===== config.mk =====
export PLATFORM = sky130hd
export DESIGN_NAME = event_packer_flat
export DESIGN_NICKNAME = d
export VERILOG_FILES = /design/src/rtl/event_packer_if.sv /design/src/rtl/event_packer.sv /design/src/flat_wrapper.sv
export SDC_FILE = /design/constraint.sdc
export NUM_CORES = 1
export LEC_CHECK = 0
export CORE_MARGIN = 1
export CORE_UTILIZATION = 45
export DETAILED_ROUTE_END_ITERATION = 12
export GPL_ROUTABILITY_DRIVEN = 0
export PLACE_DENSITY = 0.73
export SYNTH_ARGS = -nofsm -noshare
export SYNTH_HDL_FRONTEND = slang
export SYNTH_SLANG_ARGS = --single-unit

===== constraint.sdc =====
create_clock -name clk_i -period 4.05 [get_ports clk_i]
set_clock_uncertainty 0.15 [all_clocks]
set_input_delay 0.6075 -clock clk_i [delete_from_list [all_inputs] [get_ports clk_i]]
set_output_delay 0.6075 -clock clk_i [all_outputs]
set_load 0.1 [all_outputs]

===== src/rtl/event_packer_if.sv =====
// Event packer handshake bundle: arbiter-side capture inputs and downstream event stream.
// The master drives the capture inputs and ready_i; the slave (the packer) drives the outputs.
interface event_packer_if #(
    parameter int unsigned X_W    = 4,
    parameter int unsigned Y_W    = 4,
    parameter int unsigned TS_W   = 16,
    parameter int unsigned DEPTH  = 8,
    parameter int unsigned DROP_W = 8
) ();
    localparam int unsigned EW = TS_W + Y_W + X_W + 1;
    localparam int unsigned CW = $clog2(DEPTH) + 1;

    logic              enable_i;
    logic              active_i;
    logic [X_W-1:0]    x_add_i;
    logic [Y_W-1:0]    y_add_i;
    logic              pol_i;
    logic              ready_i;
    logic              valid_o;
    logic [EW-1:0]     event_o;
    logic [CW-1:0]     count_o;
    logic              overflow_o;
    logic [DROP_W-1:0] drop_cnt_o;

    modport master (
        output enable_i, active_i, x_add_i, y_add_i, pol_i, ready_i,
        input  valid_o, event_o, count_o, overflow_o, drop_cnt_o
    );

    modport slave (
        input  enable_i, active_i, x_add_i, y_add_i, pol_i, ready_i,
        output valid_o, event_o, count_o, overflow_o, drop_cnt_o
    );
endinterface


===== src/rtl/event_packer.sv =====
// Timestamps granted pixel events and buffers them in a small FIFO; events arriving
// while the FIFO is full and not draining are dropped and counted.
module event_packer #(
    parameter int unsigned X_W    = 4,
    parameter int unsigned Y_W    = 4,
    parameter int unsigned TS_W   = 16,
    parameter int unsigned DEPTH  = 8,
    parameter int unsigned DROP_W = 8
) (
    input logic           clk_i,
    input logic           reset_i,
    event_packer_if.slave bus
);
    localparam int unsigned AW = $clog2(DEPTH);
    localparam int unsigned CW = AW + 1;
    localparam int unsigned EW = TS_W + Y_W + X_W + 1;

    logic [EW-1:0]     mem_q [DEPTH];
    logic [TS_W-1:0]   ts_q;
    logic [AW-1:0]     wr_ptr_q, rd_ptr_q;
    logic [CW-1:0]     count_q, count_d;
    logic              overflow_q;
    logic [DROP_W-1:0] drop_q;

    logic push, pop, full, valid, accept, drop;

    assign push   = bus.active_i & bus.enable_i;
    assign valid  = (count_q != '0);
    assign pop    = valid & bus.ready_i;
    assign full   = (count_q == CW'(DEPTH));
    // A full FIFO still accepts a push when a slot frees up in the same cycle.
    assign accept = push & (~full | pop);
    assign drop   = push & full & ~pop;

    always_comb begin
        count_d = count_q;
        unique case ({accept, pop})
            2'b10:   count_d = count_q + CW'(1);
            2'b01:   count_d = count_q - CW'(1);
            default: count_d = count_q;
        endcase
    end

    always_ff @(posedge clk_i or posedge reset_i) begin
        if (reset_i) begin
            ts_q       <= '0;
            wr_ptr_q   <= '0;
            rd_ptr_q   <= '0;
            count_q    <= '0;
            overflow_q <= 1'b0;
            drop_q     <= '0;
        end else begin
            ts_q    <= ts_q + TS_W'(1);
            count_q <= count_d;
            if (accept) begin
                wr_ptr_q <= wr_ptr_q + AW'(1);
            end
            if (pop) begin
                rd_ptr_q <= rd_ptr_q + AW'(1);
            end
            if (drop) begin
                overflow_q <= 1'b1;
                if (drop_q != '1) begin
                    drop_q <= drop_q + DROP_W'(1);
                end
            end
        end
    end

    // Storage needs no reset: count_q gates every read.
    always_ff @(posedge clk_i) begin
        if (accept) begin
            mem_q[wr_ptr_q] <= {ts_q, bus.y_add_i, bus.x_add_i, bus.pol_i};
        end
    end

    assign bus.valid_o    = valid;
    assign bus.event_o    = mem_q[rd_ptr_q];
    assign bus.count_o    = count_q;
    assign bus.overflow_o = overflow_q;
    assign bus.drop_cnt_o = drop_q;
endmodule


===== src/flat_wrapper.sv =====
// flat-port wrapper written by rule: the top's interface ports become plain ports
module event_packer_flat 
#(
    parameter int unsigned X_W    = 4,
    parameter int unsigned Y_W    = 4,
    parameter int unsigned TS_W   = 16,
    parameter int unsigned DEPTH  = 8,
    parameter int unsigned DROP_W = 8
)
  (clk_i, reset_i, bus_enable_i, bus_active_i, bus_x_add_i, bus_y_add_i, bus_pol_i, bus_ready_i, bus_valid_o, bus_event_o, bus_count_o, bus_overflow_o, bus_drop_cnt_o);
  event_packer_if #(.X_W(X_W), .Y_W(Y_W), .TS_W(TS_W), .DEPTH(DEPTH), .DROP_W(DROP_W)) bus_i ();
  input logic clk_i;
  input logic reset_i;
  input wire logic [$bits(bus_i.enable_i)-1:0] bus_enable_i;
  input wire logic [$bits(bus_i.active_i)-1:0] bus_active_i;
  input wire logic [$bits(bus_i.x_add_i)-1:0] bus_x_add_i;
  input wire logic [$bits(bus_i.y_add_i)-1:0] bus_y_add_i;
  input wire logic [$bits(bus_i.pol_i)-1:0] bus_pol_i;
  input wire logic [$bits(bus_i.ready_i)-1:0] bus_ready_i;
  output wire logic [$bits(bus_i.valid_o)-1:0] bus_valid_o;
  output wire logic [$bits(bus_i.event_o)-1:0] bus_event_o;
  output wire logic [$bits(bus_i.count_o)-1:0] bus_count_o;
  output wire logic [$bits(bus_i.overflow_o)-1:0] bus_overflow_o;
  output wire logic [$bits(bus_i.drop_cnt_o)-1:0] bus_drop_cnt_o;
  assign bus_i.enable_i = bus_enable_i;
  assign bus_i.active_i = bus_active_i;
  assign bus_i.x_add_i = bus_x_add_i;
  assign bus_i.y_add_i = bus_y_add_i;
  assign bus_i.pol_i = bus_pol_i;
  assign bus_i.ready_i = bus_ready_i;
  assign bus_valid_o = bus_i.valid_o;
  assign bus_event_o = bus_i.event_o;
  assign bus_count_o = bus_i.count_o;
  assign bus_overflow_o = bus_i.overflow_o;
  assign bus_drop_cnt_o = bus_i.drop_cnt_o;
  event_packer #(.X_W(X_W), .Y_W(Y_W), .TS_W(TS_W), .DEPTH(DEPTH), .DROP_W(DROP_W)) u_core (.clk_i(clk_i), .reset_i(reset_i), .bus(bus_i));
endmodule

==> impl_metrics.yaml <==
synth:
  ys_ff_latch: 235
  postSynthAreaPerCell_um2: 21.0
  synth_fp_nets: 463
  synth.cell_area_mm2: 0.00934
  synthCells: 444
  yosysTopAreaCellShare_pct: 64.3
  synth-seq-area-share_pct: 73.7
  synth_largest_area_cell: "edfxtp_1"
  yosys_warnings: 0
  synth_area_leaders: "edfxtp_1 64%, mux4_1 10%, dfrtp_1 9.4%"
  ys_types: 34
worst_hold_path:
  worstHoldStart: "u_core.bus.overflow_o"
  hold_class: "flop to flop"
detailed_routing:
  dr.pass1.iters: 4
  finalWirelength_um: 17100
  drt_iter0_drc: 311
  drc: 0
  vias: 4411
  ant_nets: 0
  vias_per_cell: 5.45
  wl_per_cell_um: 21.2
worst_setup_path:
  start_kind: "flop"
  critPathKind: "flop to primary output"
  path_cells: "buf_12 -> mux4_1 -> mux2_2 -> buf_4"
  crit_path_start: "u_core.rd_ptr_q[0]"
  path_max_fanout: 31
  end_kind: "primary output"
  reg2reg_slack_ns: 1.67
  cp_slowest_cell: "dfrtp_2"
  cp.arrival_ns: 2.78
  r2r_start: "u_core.bus.count_o[0]"
  cp_data_required_time_ns: 3.29
  max_stage_delay_ns: 0.77
layout:
  final_area_mm2: 0.0110
  drive_above_1_share_pct: 24.1
  antenna_cells: 0
  fillers: 1560
  fin_nets: 541
  area_delta_synth_final_pct: 17.5
die:
  die_area_mm2: 0.0213
  die_h_um: 146
  core_mm2: 0.0203
  pin_count: 53
  die_w_um: 146
  initial_core_util_pct: 46.0
  rows: 52
timing:
  finalCriticalPeriod_ns: 3.54
  worstMarginPinSlew_ns: 0.980
  fin_ws_ns: 0.510
  slew_viol_final: 0
  fin_setup_tns_ns: 0
  setup_violations: 0
  whs_ns: 0.340
  max_freq_mhz: 282
  finalCritPeriodShare_pct: 87.4
  slew_headroom_pct: 34.5
  hold_violations: 0
  rsz0062_at_grt: "no"
clock_tree:
  clk-insertion-delay-late_ns: 0.50
  cts.clk_slew.worst_paths_ns: 0.06
  postCtsSetupBuffers: 0
  post_cts_resized: 0
  clockBufferDepth: 3
  root_buffer: "clkbuf_16"
  cts.sinks: 235
  htreeDepth: 1
  cts_tree: "yes"
  cts_hold_buf: 0
  cts_buffers: 24
place:
  postPlaceCellArea_mm2: 0.0102
  post-place-ws_ns: 0.951
  dpl.hpwl_um: 9930
  numPortBuffers: 52
power:
  total_power_mw: 8.25
  irDropWorstVdd_uv: 469
  p_leak_nw: 4.04
  cellPowerDensity_mw_per_mm2: 751
global_routing:
  antenna_found_initial: 0
  grt.overflow.total: 0
  grt_usage_pct: 16.6
  grt_pass1_vias: 4767
  grt_pass1_wl_um: 26700
  grt_max_degree: 32
run:
  drv_cap: 0
status:
  status: "complete, no violations"
[report_power, final]
group | internal [mW] | switching, mW
clock | 1.29 | 0.853
sequential | 2.79 | 0.249
combinational | 0.969 | 2.10
total | 5.05 | 3.20
[kinds of logic after synthesis]
group                      Yosys count  share of synthesized area, %
muxes                               80                          17.1
and+or+nand+nor                     66                          3.74
buffers and inverters               22                          1.38
xor gates and xnor gates            28                          2.63
DFF                                235                          73.7
adders and majority gates            5                         0.670
AOI/OAI and AO/OA                    8                         0.777
[flip-flops by register name, indices dropped and copies added, names as in the netlist]
name	cells
u_core.mem_q	200
u_core.ts_q	16
u_core.bus.drop_cnt_o	8
u_core.bus.count_o	4
u_core.rd_ptr_q	3
u_core.wr_ptr_q	3
u_core.bus.overflow_o	1
[worst max-delay path: cells and delay by family, from the launching register on]
family	cells	cell delay, ns
buffers and inverters	2	0.57
multiplexers	2	0.92
flip-flops	1	0.77
[cells in the final DEF, fill, tap and decap left out, types with 6 or more instances in the layout]
master and n:
mux4_1 37, nand2_1 15, clkdlybuf4s50_1 27, nand3_1 9
clkbuf_1 7, dfrtp_1 33, nor2_1 7, mux2_2 28
xnor2_1 18, clkbuf_16 25, xor2_1 10, edfxtp_1 200
buf_4 40, nand4_1 7, mux4_2 13, inv_1 6
[metrics by stage]
step           utilization, %  std cells
2_1_floorplan               -        444
3_3_place_gp             50.3        766
3_5_place_dp             50.3        766
4_1_cts                  54.1        809
5_1_grt                  54.1        809
6_report                 54.1        809
[path summary, 6_finish.rpt]
| path | endpoint | cells past startpoint |
|---|---|---|
| max | bus_event_o[20] | 4 |
| min | u_core.bus.overflow_o | 1 |
| max reg2reg | u_core.mem_q[5][1] | 5 |
| min reg2reg | u_core.bus.overflow_o | 1 |
| max in group asynchronous | u_core.ts_q[7] | 3 |
| min in group asynchronous | u_core.bus.drop_cnt_o[2] | 2 |
[layout make-up]
cell class | count | area, um^2 | area share [%]
inverter | 6 | 22.5 | 0.205
sequential | 235 | 6880 | 62.7
timing repair buffer | 68 | 591 | 5.38
clock inverter | 9 | 92.6 | 0.843
multi-input combinational | 187 | 2370 | 21.6
tap | 270 | 338 | 3.08
clock buffer | 34 | 679 | 6.19
[cell usage after synthesis]
cell type,number
buf_2,1
inv_1,6
dfrtp_1,35
o22ai_1,1
ha_1,5
nor3_4,1
mux4_2,13
clkbuf_1,9
nor2b_1,1
or4_4,1
and4_1,1
o211a_1,1
o21ai_2,1
nor2_1,10
buf_6,6
xor2_1,10
nor4_1,2
a21oi_1,3
a32oi_2,1
nand4_1,7
nor3_1,9
nand2b_1,3
nand3_1,9
and3_1,3
o41ai_2,1
mux4_1,37
mux2i_1,2
xnor2_1,18
edfxtp_1,200
and2_1,2
and4b_1,1
nand2_1,15
nor2_2,1
mux2_2,28
[routing by layer]
metal / GRT usage, % / share of wire (%)
met4: 4.48 / 1.8
met5: 0 / 0
met3: 3.00 / 3.7
met2: 30.0 / 53
met1: 20.4 / 41
Power figures use the tool's default switching activity.
